[src/rtl/speed_frame_decoder.sv]
// speed_frame_decoder
//   Assembles 4-byte speed frames {HEADER, BCD hi, BCD lo, XOR checksum}
//   from a UART receiver's byte bus, validates them, latches the speed and
//   scans it onto a 4-digit active-low 7-segment display as HTU.t.
//
//   Optional feature: define BLANK_LEADING_ZEROS_EN to blank a zero hundreds
//   digit, and a zero tens digit that follows a blank hundreds digit.
//
// Ports
//   clk        sole clock
//   rst_n      synchronous active-low reset
//   msg[7:0]   last received byte, stable while noti is high
//   noti       byte-valid level; its rising edge is the byte strobe
//   seg[7:0]   {dp,g,f,e,d,c,b,a}, active-low
//   dig_sel    one-hot active-low digit enable (bit 3 = hundreds)
//   frame_ok   1-cycle pulse, frame accepted
//   frame_err  1-cycle pulse, checksum/BCD error or inter-byte timeout
module speed_frame_decoder #(
   parameter logic [7:0] HEADER      = 8'hA5,
   parameter int         SCAN_DIV    = 1024,
   parameter int         TIMEOUT_CYC = 50000
) (
   input  logic       clk,
   input  logic       rst_n,
   input  logic [7:0] msg,
   input  logic       noti,
   output logic [7:0] seg,
   output logic [3:0] dig_sel,
   output logic       frame_ok,
   output logic       frame_err
);
   localparam int SW = (SCAN_DIV > 2) ? $clog2(SCAN_DIV) : 1;
   localparam int TW = (TIMEOUT_CYC > 2) ? $clog2(TIMEOUT_CYC) : 1;

   localparam logic [1:0] S_IDLE = 2'd0;
   localparam logic [1:0] S_D0   = 2'd1;
   localparam logic [1:0] S_D1   = 2'd2;
   localparam logic [1:0] S_CHK  = 2'd3;

   // noti_q is the delayed copy of noti used for edge detection
   logic            noti_q, noti_d, stb;
   logic [1:0]      state_q, state_d;
   logic [7:0]      chk_q, chk_d, d0_q, d0_d, d1_q, d1_d;
   logic [TW-1:0]   tmo_q, tmo_d;
   logic [3:0][3:0] dig_q, dig_d;
   logic [SW-1:0]   scan_q, scan_d;
   logic [1:0]      k_q, k_d;
   logic [7:0]      seg_q, seg_d;
   logic [3:0]      dig_sel_q, dig_sel_d;
   logic            ok_q, ok_d, err_q, err_d;
   logic            bcd_ok, blank;
   logic [3:0]      cur;

   function automatic logic [7:0] seg_decode(input logic [3:0] v);
      case (v)
         4'd0: return 8'hC0;
         4'd1: return 8'hF9;
         4'd2: return 8'hA4;
         4'd3: return 8'hB0;
         4'd4: return 8'h99;
         4'd5: return 8'h92;
         4'd6: return 8'h82;
         4'd7: return 8'hF8;
         4'd8: return 8'h80;
         4'd9: return 8'h90;
         default: return 8'hFF;
      endcase
   endfunction

   // frame assembly, validation and inter-byte timeout
   always_comb begin
      noti_d  = noti;
      stb     = noti & ~noti_q;
      state_d = state_q;
      chk_d   = chk_q;
      d0_d    = d0_q;
      d1_d    = d1_q;
      dig_d   = dig_q;
      tmo_d   = tmo_q;
      ok_d    = 1'b0;
      err_d   = 1'b0;
      bcd_ok  = (d0_q[7:4] <= 4'd9) && (d0_q[3:0] <= 4'd9) &&
                (d1_q[7:4] <= 4'd9) && (d1_q[3:0] <= 4'd9);
      if (state_q == S_IDLE) begin
         tmo_d = '0;
         if (stb && msg == HEADER) begin
            chk_d   = HEADER;
            state_d = S_D0;
         end
      end else if (stb) begin
         // a strobe in the same cycle as the timeout limit takes priority
         tmo_d = '0;
         case (state_q)
            S_D0: begin
               d0_d    = msg;
               chk_d   = chk_q ^ msg;
               state_d = S_D1;
            end
            S_D1: begin
               d1_d    = msg;
               chk_d   = chk_q ^ msg;
               state_d = S_CHK;
            end
            default: begin
               if (msg == chk_q && bcd_ok) begin
                  dig_d[3] = d0_q[7:4];
                  dig_d[2] = d0_q[3:0];
                  dig_d[1] = d1_q[7:4];
                  dig_d[0] = d1_q[3:0];
                  ok_d     = 1'b1;
               end else begin
                  err_d = 1'b1;
               end
               state_d = S_IDLE;
            end
         endcase
      end else if (tmo_q == TW'(TIMEOUT_CYC - 1)) begin
         err_d   = 1'b1;
         tmo_d   = '0;
         state_d = S_IDLE;
      end else begin
         tmo_d = tmo_q + TW'(1);
      end
   end

   // display scan; outputs are registered from the current slot
   always_comb begin
      if (scan_q == SW'(SCAN_DIV - 1)) begin
         scan_d = '0;
         k_d    = k_q + 2'd1;
      end else begin
         scan_d = scan_q + SW'(1);
         k_d    = k_q;
      end
      cur = dig_q[k_q];
`ifdef BLANK_LEADING_ZEROS_EN
      blank = ((k_q == 2'd3) && (dig_q[3] == 4'd0)) ||
              ((k_q == 2'd2) && (dig_q[3] == 4'd0) && (dig_q[2] == 4'd0));
`else
      blank = 1'b0;
`endif
      seg_d = blank ? 8'hFF : seg_decode(cur);
      // decimal point sits after the units digit
      if (k_q == 2'd1) seg_d[7] = 1'b0;
      dig_sel_d = ~(4'b0001 << k_q);
   end

   always_ff @(posedge clk) begin
      if (!rst_n) begin
         noti_q    <= 1'b0;
         state_q   <= S_IDLE;
         chk_q     <= '0;
         d0_q      <= '0;
         d1_q      <= '0;
         tmo_q     <= '0;
         dig_q     <= '0;
         scan_q    <= '0;
         k_q       <= '0;
         seg_q     <= 8'hFF;
         dig_sel_q <= 4'b1111;
         ok_q      <= 1'b0;
         err_q     <= 1'b0;
      end else begin
         noti_q    <= noti_d;
         state_q   <= state_d;
         chk_q     <= chk_d;
         d0_q      <= d0_d;
         d1_q      <= d1_d;
         tmo_q     <= tmo_d;
         dig_q     <= dig_d;
         scan_q    <= scan_d;
         k_q       <= k_d;
         seg_q     <= seg_d;
         dig_sel_q <= dig_sel_d;
         ok_q      <= ok_d;
         err_q     <= err_d;
      end
   end

   assign seg       = seg_q;
   assign dig_sel   = dig_sel_q;
   assign frame_ok  = ok_q;
   assign frame_err = err_q;
endmodule

[config.mk]
export PLATFORM = sky130hd
export DESIGN_NAME = speed_frame_decoder
export DESIGN_NICKNAME = d
export VERILOG_FILES = /design/src/rtl/speed_frame_decoder.sv
export SDC_FILE = /design/constraint.sdc
export NUM_CORES = 1
export LEC_CHECK = 0
export ABC_AREA = 0
export BUFFER_PORTS_ARGS = -buffer_cell sky130_fd_sc_hd__buf_2
export CAP_MARGIN = 10
export CORE_UTILIZATION = 50
export CTS_CLUSTER_SIZE = 30
export DETAILED_ROUTE_END_ITERATION = 16
export HOLD_SLACK_MARGIN = 0.12
export PLACE_DENSITY = 0.68
export SYNTH_ARGS = -nofsm -noshare
export SYNTH_HDL_FRONTEND = slang
export SYNTH_SLANG_ARGS = --single-unit
[constraint.sdc]
create_clock -name clk -period 3.1 [get_ports clk]
set_input_delay 0.155 -clock clk [delete_from_list [all_inputs] [get_ports clk]]
set_output_delay 0.155 -clock clk [all_outputs]
set_load 0.02 [all_outputs]
==> results of run 1 <==
==> what timing repair did <==
item,4_1_cts,5_1_grt
hold endpoints to repair,17,0
hold buffers,10,0
resized for setup,0,0
==> final cells by class <==
cell class | count | share of cell area
flip-flops and latches | 84 | 0.388
clock inverters | 7 | 0.0188
well taps | 99 | 0.0286
multi-input cells | 312 | 0.472
clock buffers | 9 | 0.0286
inverters | 11 | 0.00953
repair buffers | 36 | 0.0543
==> flip-flops by register name (all words and copies together), names as in the netlist <==
register	count
k_q	2
d1_q	8
dig_q	16
scan_q	10
d0_q	8
frame_ok	1
seg	7
frame_err	1
chk_q	8
noti_q	1
tmo_q	16
state_q	2
dig_sel	4
==> synthesized netlist by cell type, drive strengths merged <==
master   count
dfxtp       84
nand3       13
a21boi      17
nand2b       2
o21ai       10
nor4bb       2
mux2i       18
a21oi        4
o41ai        1
inv         11
o22ai        2
mux4         4
o31ai        1
or3b         1
nor4b        2
nor3        11
xnor2       23
o211a        4
nand4bb      2
and2b        1
ha          16
nand4b       1
o221ai       1
mux2         1
nor2b        2
or2b         1
xor2         8
and4         3
and3         7
a2bb2oi      1
a21o         1
clkbuf      11
nor4         5
nor2        31
o21a         4
nor3b        2
or4b         1
nand2       89
or4          1
buf          6
and2         9
nand4       10
==> power by group <==
group	internal (W)	total [W]	switching, W	leakage (nW)
Combinational	0.0000334	0.0000796	0.0000462	0.757
Sequential	0.00109	0.00109	0.00000541	0.680
Clock	0.000385	0.000804	0.000419	0.101
Total	0.00151	0.00198	0.000471	1.54
==> worst reg2reg max path, cell delays in order (launching register included) <==
cell and delay, ps:
dfxtp_1 560, mux4_2 610, inv_1 130, ha_1 160, inv_1 50, mux2_2 260, o22ai_1 150, nand2_1 70
==> layer usage <==
metal / vias to the layer above / GRT usage / part of all wire
met3: 10 / 0.0288 / 0.027
met2: 43 / 0.312 / 0.45
met4: 0 / 0.0888 / 0.018
met5: - / 0 / 0
met1: 1303 / 0.238 / 0.50
li1: 1501 / - / -
==> cells by family after synthesis <==
group | after synthesis | synth area share
XOR/XNOR | 31 | 0.0705
adder cells (fa/ha/maj) | 16 | 0.0520
AND/OR/NAND/NOR | 196 | 0.253
multiplexers | 23 | 0.0731
AO/OA/AOI/OAI | 46 | 0.0835
buffers and inverters | 28 | 0.0315
flip-flops | 84 | 0.437
==> path summary, 6_finish.rpt <==
check	endpoint	startpoint	depth (start not counted)
setup / recovery	seg[4]$_SDFF_PN1_	k_q[0]$_SDFFE_PN0P_	7
hold / removal	dig_q[12]$_SDFFE_PN0P_	d0_q[4]$_SDFFE_PN0P_	2
setup reg to reg	seg[4]$_SDFF_PN1_	k_q[0]$_SDFFE_PN0P_	7
hold reg to reg	dig_q[12]$_SDFFE_PN0P_	d0_q[4]$_SDFFE_PN0P_	2
==> metrics by stage <==
step	utilization	setup slack, ps	power (W)	instances
2_1_floorplan	-	1180	0.00116	424
3_3_place_gp	0.550	1070	0.00119	532
3_5_place_dp	0.550	986	0.00119	532
4_1_cts	0.591	971	0.00201	558
5_1_grt	0.591	824	0.00206	558
6_report	0.591	983	0.00198	558
==> implementation parameters, run 1 <==
Parameter                              Value

STA
  Pins Over Slew Limit    0
  Worst Hold Margin    458 ps
  Headroom to the max-slew limit    0.536
  Max Clk Rate    0.472 GHz
  Part of the cycle the worst path needs    0.683
  Final setup violation count    0
  RSZ-0062 raised after global routing    no
  Period minus WS final    2120 ps
  Final setup TNS    0 ps
  Worst Max-Slew Pin Slew    694 ps
  Count of final hold-check violations    0
  Final Skew    11.5 ps

Min path
  Classification of the worst-slack hold path    reg2reg

Clock tree
  Clock Root Buffer    clkbuf_8
  Clock sink total    84
  Clock H-tree levels    3
  Inserted Clock Buffers    9
  Post-CTS Repair Setup Buffers    0
  CTS tree    done
  Reg clk slew, reported paths    80 ps
  Maximum clock path buffer count    2
  Clock latency on the worst-skew pair    350 ps

Cells and area
  Most common library cell in the layout ignoring fill and taps    nand2_1
  Layout cell share with drive strength beyond 1    0.115
  Top library cells by usage in the layout, fill and taps aside    nand2_1 (89), dfxtp_1 (84), nor2_1 (31)
  Final instance area    0.00433 mm2
  Net count, final    481
  Area occupied by multi-input gates    0.00205 mm2
  # diodes    0
  P&R area growth vs syn    12.6%
  Sequential Area    0.00168 mm2
  Number of inserted filler cells in the final layout    645

Status
  Run status    finished clean

Yosys
  Warnings from Yosys    0
  Netlist area before placement    0.00385 mm2
  Cell taking the most area after synthesis    dfxtp_1
  Synthesized Nets    451
  Synth top area share    0.437
  Synthesized area per cell    9.08 um2
  Cell variety after synth    47
  Area contributors post-synth    dfxtp_1 (44%), nand2_1 (8.7%), xnor2_1 (5.2%), ha_1 (5.2%), mux2i_1 (4.7%)
  Proportion of synthesized chip area in sequential cells    0.437
  Gate count after technology mapping    424
  Post-synthesis register bit count    84

Critical path
  Data required, critical path    3320 ps
  Worst path most repeated cell    inv_1
  Flop2flop setup slack    980 ps
  Element type at the critical path start    flop
  Cells along the critical path    mux4_2 -> inv_1 -> ha_1 -> inv_1 -> mux2_2 -> o22ai_1 -> nand2_1
  Library cell contributing the largest single delay on the critical path    mux4_2
  Crit path max-delay family    multiplexers
  CP Capture Type    flop
  CP Buf/Inv Count    2
  Data arrival, critical path    2330 ps
  Setup Crit Path Kind    reg2reg
  Critical Path Fanout Max    8
  Longest individual stage delay on the worst path    610 ps

GRT
  Global-route wire length before repair    12300 um
  Initial antenna violation count    0
  Vias in the first global route    2737
  Largest net degree at the start of global routing    75
  GRT Total Usage    0.187
  Final global-route overflow total    0

Detailed routing
  Post-detailed-route via-to-cell ratio    5.12
  Total via count in the routed design    2857
  Antenna Violating Nets Remaining    0
  Detail-routed net length per standard cell    12.7 um
  Detailed-route wire length    7110 um
  Residual DRC count    0
  Number of violations reported at the end of detailed-routing iteration 0    110
  Drt pass-1 iters    4

Die
  Effective utilization at floorplan    0.525
  Die height    89.8 um
  # IOs    25
  Floorplan die area    0.00806 mm2
  Placement row count    31
  Horizontal die dimension    89.8 um
  Core Box Area    0.00733 mm2

Place
  Final weighted congestion of routability-driven global placement    0.827
  I/O Buffers    24
  Placed instance area    0.00403 mm2
  Half-perimeter wire length of the detailed placement result    4800 um

Power
  Static leakage    1.54 nW
  Worst supply voltage drop on vdd    0.205 mV
  Power density of the placed cells    456 mW/mm2

Flow run
  Max-cap violations    0
(Power assumes the default switching activity.)
==> run 2: changes to the inputs <==
--- a/config.mk
+++ b/config.mk
@@ -12,7 +12,7 @@
 export CTS_CLUSTER_SIZE = 30
 export DETAILED_ROUTE_END_ITERATION = 16
 export HOLD_SLACK_MARGIN = 0.12
-export PLACE_DENSITY = 0.68
+export PLACE_DENSITY = 0.7
 export SYNTH_ARGS = -nofsm -noshare
 export SYNTH_HDL_FRONTEND = slang
 export SYNTH_SLANG_ARGS = --single-unit
==> constraint.sdc (replaced) <==
create_clock -name clk -period 1.7 [get_ports clk]
set_input_delay 0.085 -clock clk [delete_from_list [all_inputs] [get_ports clk]]
set_output_delay 0.085 -clock clk [all_outputs]
set_load 0.02 [all_outputs]
==> run 2 against run 1 <==
Compared with the run above:
- highest routed layer unchanged
- design area rose by 13%
- core utilization rose by 7.7 points
- the flow now finishes with violations (negative setup slack)
- sequential share of layout area fell by 4.4 points
- largest power group unchanged
- critical path type unchanged
- non-clock buffer count rose by 36
==> implementation parameters, run 2 (synthesis gave the netlist of run 1 again) <==
Parameter                              Value

Status
  Run status    complete, but fails checks
  Violations in the final reports    negative setup slack

Detailed routing
  Number of violations reported at the end of detailed-routing iteration 0    134
  Drt pass-1 iters    4
  Post-detailed-route via-to-cell ratio    5.19
  Residual DRC count    0
  Antenna Violating Nets Remaining    0
  Detailed-route wire length    8170 um
  Detail-routed net length per standard cell    13.8 um
  Total via count in the routed design    3072

GRT
  Initial antenna violation count    0
  Largest net degree at the start of global routing    36
  GRT Total Usage    0.209
  Global-route wire length before repair    13600 um
  Final global-route overflow total    0
  Vias in the first global route    2968

Place
  Final weighted congestion of routability-driven global placement    0.841
  Post-Place Worst Slack    -72.6 ps
  Half-perimeter wire length of the detailed placement result    5440 um
  Cell total after placement    560
  I/O Buffers    24

STA
  Headroom to the max-slew limit    0.783
  Worst Max-Slew Pin Slew    323 ps
  Worst Hold Margin    196 ps
  Final setup TNS    -213 ps
  Final Worst Setup Slack    -72.6 ps
  Max Clk Rate    0.564 GHz
  Count of final hold-check violations    0
  Pins Over Slew Limit    0
  Final setup violation count    4
  Period minus WS final    1770 ps
  Final Skew    13.7 ps
  Part of the cycle the worst path needs    1.04
  RSZ-0062 raised after global routing    yes

Min path
  Launch instance of the worst min-delay path    noti
  Hold depth    3
  Classification of the worst-slack hold path    in2reg
  Capture endpoint of the worst hold path    frame_err$_SDFF_PP0_

Clock tree
  Reg clk slew, reported paths    80 ps
  Clock latency on the worst-skew pair    350 ps
  Inserted Clock Buffers    9
  Clock H-tree levels    3
  Clock Root Buffer    clkbuf_8
  Maximum clock path buffer count    2
  Clock sink total    84
  CTS tree    done

Cells and area
  P&R area growth vs syn    27.3%
  Most common library cell in the layout ignoring fill and taps    nand2_1
  Final core occ    0.669
  Largest registers    dig_q: 16 flops, tmo_q: 16 flops, scan_q: 10 flops
  # diodes    0
  Number of inserted filler cells in the final layout    571
  Layout cell share with drive strength beyond 1    0.245
  Top library cells by usage in the layout, fill and taps aside    nand2_1 (86), dfxtp_1 (81), buf_4 (32)
  Final instance count without filler cells    592
  Net count, final    517

Critical path
  CP Buf/Inv Count    0
  Critical Path Fanout Max    3
  Element type at the critical path start    flop
  CP Capture Type    flop
  Endpoint of the lowest-slack register-to-register path    chk_q[4]$_SDFFE_PN0P_
  Data required, critical path    1940 ps
  Library cell contributing the largest single delay on the critical path    or4_4
  Cells on worst reg2reg path    5
  Setup Crit Path Kind    reg2reg
  Cells along the critical path    ha_4 -> or3b_4 -> or4_4 -> and3_4 -> o21a_1
  Longest individual stage delay on the worst path    440 ps
  Startpoint of the worst-slack reg-to-reg timing path    state_q[0]$_SDFFE_PN0P_
  Crit path max-delay family    simple AND/OR/NAND/NOR gates
  Data arrival, critical path    2010 ps
  Flop2flop setup slack    -70 ps

Die
  Core Box Area    0.00733 mm2
  Die height    89.8 um
  # IOs    25
  Floorplan die area    0.00806 mm2
  Horizontal die dimension    89.8 um
  Effective utilization at floorplan    0.525
  Placement row count    31

Power
  Worst supply voltage drop on vdd    0.437 mV
  Power density of the placed cells    791 mW/mm2
  Static leakage    1.82 nW

Flow run
  Max-cap violations    0
-- run 2: worst register-to-register path: cells and delay by family, from the launching register on --
kind | cells | cell delay (ps)
AO/OA/AOI/OAI | 1 | 170
flip-flops | 1 | 340
adder cells (fa/ha/maj) | 1 | 160
AND/OR/NAND/NOR | 3 | 1000
-- run 2: layout make-up --
type,instances,area (um2),share of cell area
clock buffers,10,138,0.0281
clock inverters,4,98.8,0.0202
inverters,11,41.3,0.00842
multi-input cells,312,2220,0.452
flip-flops and latches,84,1690,0.344
well taps,99,124,0.0253
repair buffers,72,594,0.121
-- run 2: worst max path at each step --
stage	depth (start not counted)	from	endpoint	slack (ps)
6_report	5	state_q[0]$_SDFFE_PN0P_	chk_q[4]$_SDFFE_PN0P_	-70
5_1_grt	5	state_q[0]$_SDFFE_PN0P_	chk_q[4]$_SDFFE_PN0P_	-120
4_1_cts	5	state_q[0]$_SDFFE_PN0P_	chk_q[4]$_SDFFE_PN0P_	-60
3_5_place_dp	7	state_q[0]$_SDFFE_PN0P_	d1_q[7]$_SDFFE_PN0P_	-70
3_3_place_gp	5	state_q[0]$_SDFFE_PN0P_	chk_q[4]$_SDFFE_PN0P_	-30
2_1_floorplan	8	k_q[0]$_SDFFE_PN0P_	seg[4]$_SDFF_PN1_	-160
-- run 2: stage by stage --
stage	power, W	area, um2
finish	0.00388	4900
global route	0.00399	4900
CTS	0.00389	4690
detailed placement	0.00218	4310
global placement	0.00218	4310
floorplan	0.00212	3900
-- run 2: repair_timing --
item | in CTS | in global routing
setup buffers | 3 | 5
hold buffers | 10 | 0
endpoints found under the setup margin | 23 | 64
cloned | 0 | 2
resized for setup | 7 | 49
pin swaps | 1 | 11
hold endpoints to repair | 20 | 0
-- run 2: power breakdown --
part / internal [W] / total (W) / switching [W]
sequential: 0.00198 / 0.00199 / 0.00000884
combinational: 0.0000788 / 0.000177 / 0.0000982
clock: 0.00100 / 0.00171 / 0.000708
-- run 2: layer usage --
layer,GRT usage,part of all wire,vias up
met3,0.0330,0.023,11
met1,0.262,0.46,1445
met4,0.102,0.018,0
met2,0.350,0.50,47
li1,-,-,1569
met5,0,0,-
==> run 3: changes to the inputs <==
--- a/config.mk
+++ b/config.mk
@@ -8,11 +8,11 @@
 export ABC_AREA = 0
 export BUFFER_PORTS_ARGS = -buffer_cell sky130_fd_sc_hd__buf_2
 export CAP_MARGIN = 10
-export CORE_UTILIZATION = 50
+export CORE_UTILIZATION = 45
 export CTS_CLUSTER_SIZE = 30
 export DETAILED_ROUTE_END_ITERATION = 16
 export HOLD_SLACK_MARGIN = 0.12
-export PLACE_DENSITY = 0.7
+export MAX_ROUTING_LAYER = met4
 export SYNTH_ARGS = -nofsm -noshare
 export SYNTH_HDL_FRONTEND = slang
 export SYNTH_SLANG_ARGS = --single-unit
==> run 3 against run 2 <==
Compared with the run above:
- the flow still finishes with violations (negative setup slack)
- clock skew fell by 2.2 ps
- critical endpoint unchanged
- hold slack lost 30 ps
- critical path depth is the same
- first-iteration DRC count shrank 4.5%
- combinational power is 7% lower
- via count fell by 3.2%
- non-clock buffer count fell by 5
- core utilization fell by 9.7 points
- die area is 11% higher
- maximum frequency up 0.18%
- final cell count grew 0.51%
==> implementation parameters, run 3 (synthesis gave the netlist of run 1 again) <==
Parameter                              Value

Critical path
  Setup Crit Path Kind    reg2reg
  Cells on worst reg2reg path    5
  Startpoint of the worst-slack reg-to-reg timing path    state_q[0]$_SDFFE_PN0P_
  Data arrival, critical path    2010 ps
  CP Capture Type    flop
  Critical Path Fanout Max    3
  Data required, critical path    1940 ps
  Flop2flop setup slack    -70 ps
  Element type at the critical path start    flop
  Endpoint of the lowest-slack register-to-register path    chk_q[4]$_SDFFE_PN0P_

STA
  Final Skew    11.5 ps
  Count of final hold-check violations    0
  Part of the cycle the worst path needs    1.04
  Worst Max-Slew Pin Slew    358 ps
  Max Clk Rate    0.565 GHz
  Period minus WS final    1770 ps
  Headroom to the max-slew limit    0.759
  Final Worst Setup Slack    -69.5 ps
  Final setup TNS    -186 ps
  Pins Over Slew Limit    0
  RSZ-0062 raised after global routing    yes
  Final setup violation count    3

Min path
  Launch instance of the worst min-delay path    rst_n
  Hold depth    3
  Capture endpoint of the worst hold path    state_q[0]$_SDFFE_PN0P_
  Classification of the worst-slack hold path    in2reg

Status
  Run status    complete, but fails checks
  Violations in the final reports    negative setup slack

Cells and area
  Final instance count without filler cells    595
  Most common library cell in the layout ignoring fill and taps    nand2_1
  Top library cells by usage in the layout, fill and taps aside    nand2_1 (89), dfxtp_1 (81), buf_4 (31)
  Largest registers    dig_q: 16 flops, tmo_q: 16 flops, scan_q: 10 flops
  Layout cell share with drive strength beyond 1    0.220
  # diodes    0
  Net count, final    512
  Final instance area    0.00472 mm2
  P&R area growth vs syn    22.7%
  Final core occ    0.572

Power
  Net load switching power    0.000818 W
  Seq pwr share    0.578
  Worst supply voltage drop on vdd    0.338 mV
  Power density of the placed cells    729 mW/mm2
  Combinational cell fraction of total power    0.048
  Switching part of the total power    0.237
  Total power    0.00344 W
  Share of total power in the clock network    0.374
  Static leakage    1.71 nW
  Total internal power    0.00263 W

Clock tree
  Reg clk slew, reported paths    80 ps
  Inserted Clock Buffers    9
  Clock latency on the worst-skew pair    350 ps
  Maximum clock path buffer count    2
  Clock H-tree levels    3
  CTS tree    done
  Clock sink total    84
  Clock Root Buffer    clkbuf_8

GRT
  Largest net degree at the start of global routing    39
  Global-route wire length before repair    13100 um
  GRT Total Usage    0.194
  Final global-route overflow total    0
  Vias in the first global route    2816
  Initial antenna violation count    0

Die
  Effective utilization at floorplan    0.466
  # IOs    25
  Placement row count    33
  Floorplan die area    0.00893 mm2
  Die height    94.5 um
  Core Box Area    0.00826 mm2
  Horizontal die dimension    94.5 um

Place
  Final weighted congestion of routability-driven global placement    0.843
  Cell total after placement    569
  I/O Buffers    24
  Half-perimeter wire length of the detailed placement result    5270 um
  Placed instance area    0.00433 mm2

Detailed routing
  Detail-routed net length per standard cell    12.9 um
  Total via count in the routed design    2975
  Number of violations reported at the end of detailed-routing iteration 0    128
  Drt pass-1 iters    4
  Residual DRC count    0
  Detailed-route wire length    7690 um
  Antenna Violating Nets Remaining    0
  Post-detailed-route via-to-cell ratio    5.00

Flow run
  Max-cap violations    0
[run 3: cell count changes in the layout (fill, tap and decap cells not counted), sizes merged]
cell | before | now
clkbuf | 12 | 11
inv | 11 | 12
bufinv | 3 | 0
buf | 60 | 58
clkinvlp | 0 | 3
dlygate4sd3 | 10 | 9
[run 3: worst max path at each step]
stage	start	to	depth (start not counted)
after floorplan	k_q[0]$_SDFFE_PN0P_	seg[4]$_SDFF_PN1_	8
after global placement	state_q[0]$_SDFFE_PN0P_	chk_q[4]$_SDFFE_PN0P_	6
after detailed placement	state_q[0]$_SDFFE_PN0P_	chk_q[3]$_SDFFE_PN0P_	6
after CTS	state_q[0]$_SDFFE_PN0P_	chk_q[4]$_SDFFE_PN0P_	5
after global routing	state_q[0]$_SDFFE_PN0P_	chk_q[1]$_SDFFE_PN0P_	5
final	state_q[0]$_SDFFE_PN0P_	chk_q[4]$_SDFFE_PN0P_	5
[run 3: routing by layer]
metal / part of all wire / track usage
met1: 0.49 / 0.256
met2: 0.46 / 0.301
met3: 0.035 / 0.0290
met4: 0.012 / 0.0682
met5: 0 / -
[run 3: repair_timing]
action / in CTS / in global routing
setup buffers: 0 / 1
hold endpoints to repair: 22 / 0
endpoints found under the setup margin: 30 / 48
hold buffers: 9 / 0
pin swaps: 0 / 3
resized for setup: 6 / 27
gates cloned: 0 / 0
[run 3: power groups by stage]
| stage | clock network (W) | registers (W) | logic [W] |
|---|---|---|---|
| finish | 0.00129 | 0.00199 | 0.000164 |
| detailed placement | 0 | 0.00204 | 0.000143 |
| CTS | 0.00134 | 0.00199 | 0.000162 |
| global placement | 0 | 0.00204 | 0.000141 |
| floorplan | 0 | 0.00205 | 0.0000708 |
| global route | 0.00142 | 0.00199 | 0.000181 |
[run 3: per-stage QoR]
step           setup slack [ps]  hold slack [ps]
2_1_floorplan              -164              207
3_3_place_gp              -74.5              367
3_5_place_dp              -95.5              373
4_1_cts                   -70.6              159
5_1_grt                    -117              187
6_report                  -69.5              166
[run 3: worst max-delay path, stage by stage, from the launching register on]
cell and delay [ps]:
dfxtp_2 350, ha_4 150, or3b_4 370, or4_4 430
and3_4 200, o21a_1 170
[run 3: final cells by class]
cell class | count | area (um2)
Multi-Input combinational cell | 312 | 2190
Clock inverter | 5 | 36.3
Clock buffer | 11 | 141
Timing Repair Buffer | 67 | 494
Inverter | 11 | 43.8
Tap cell | 105 | 131
Sequential cell | 84 | 1690
Fill cell | 760 | 3540
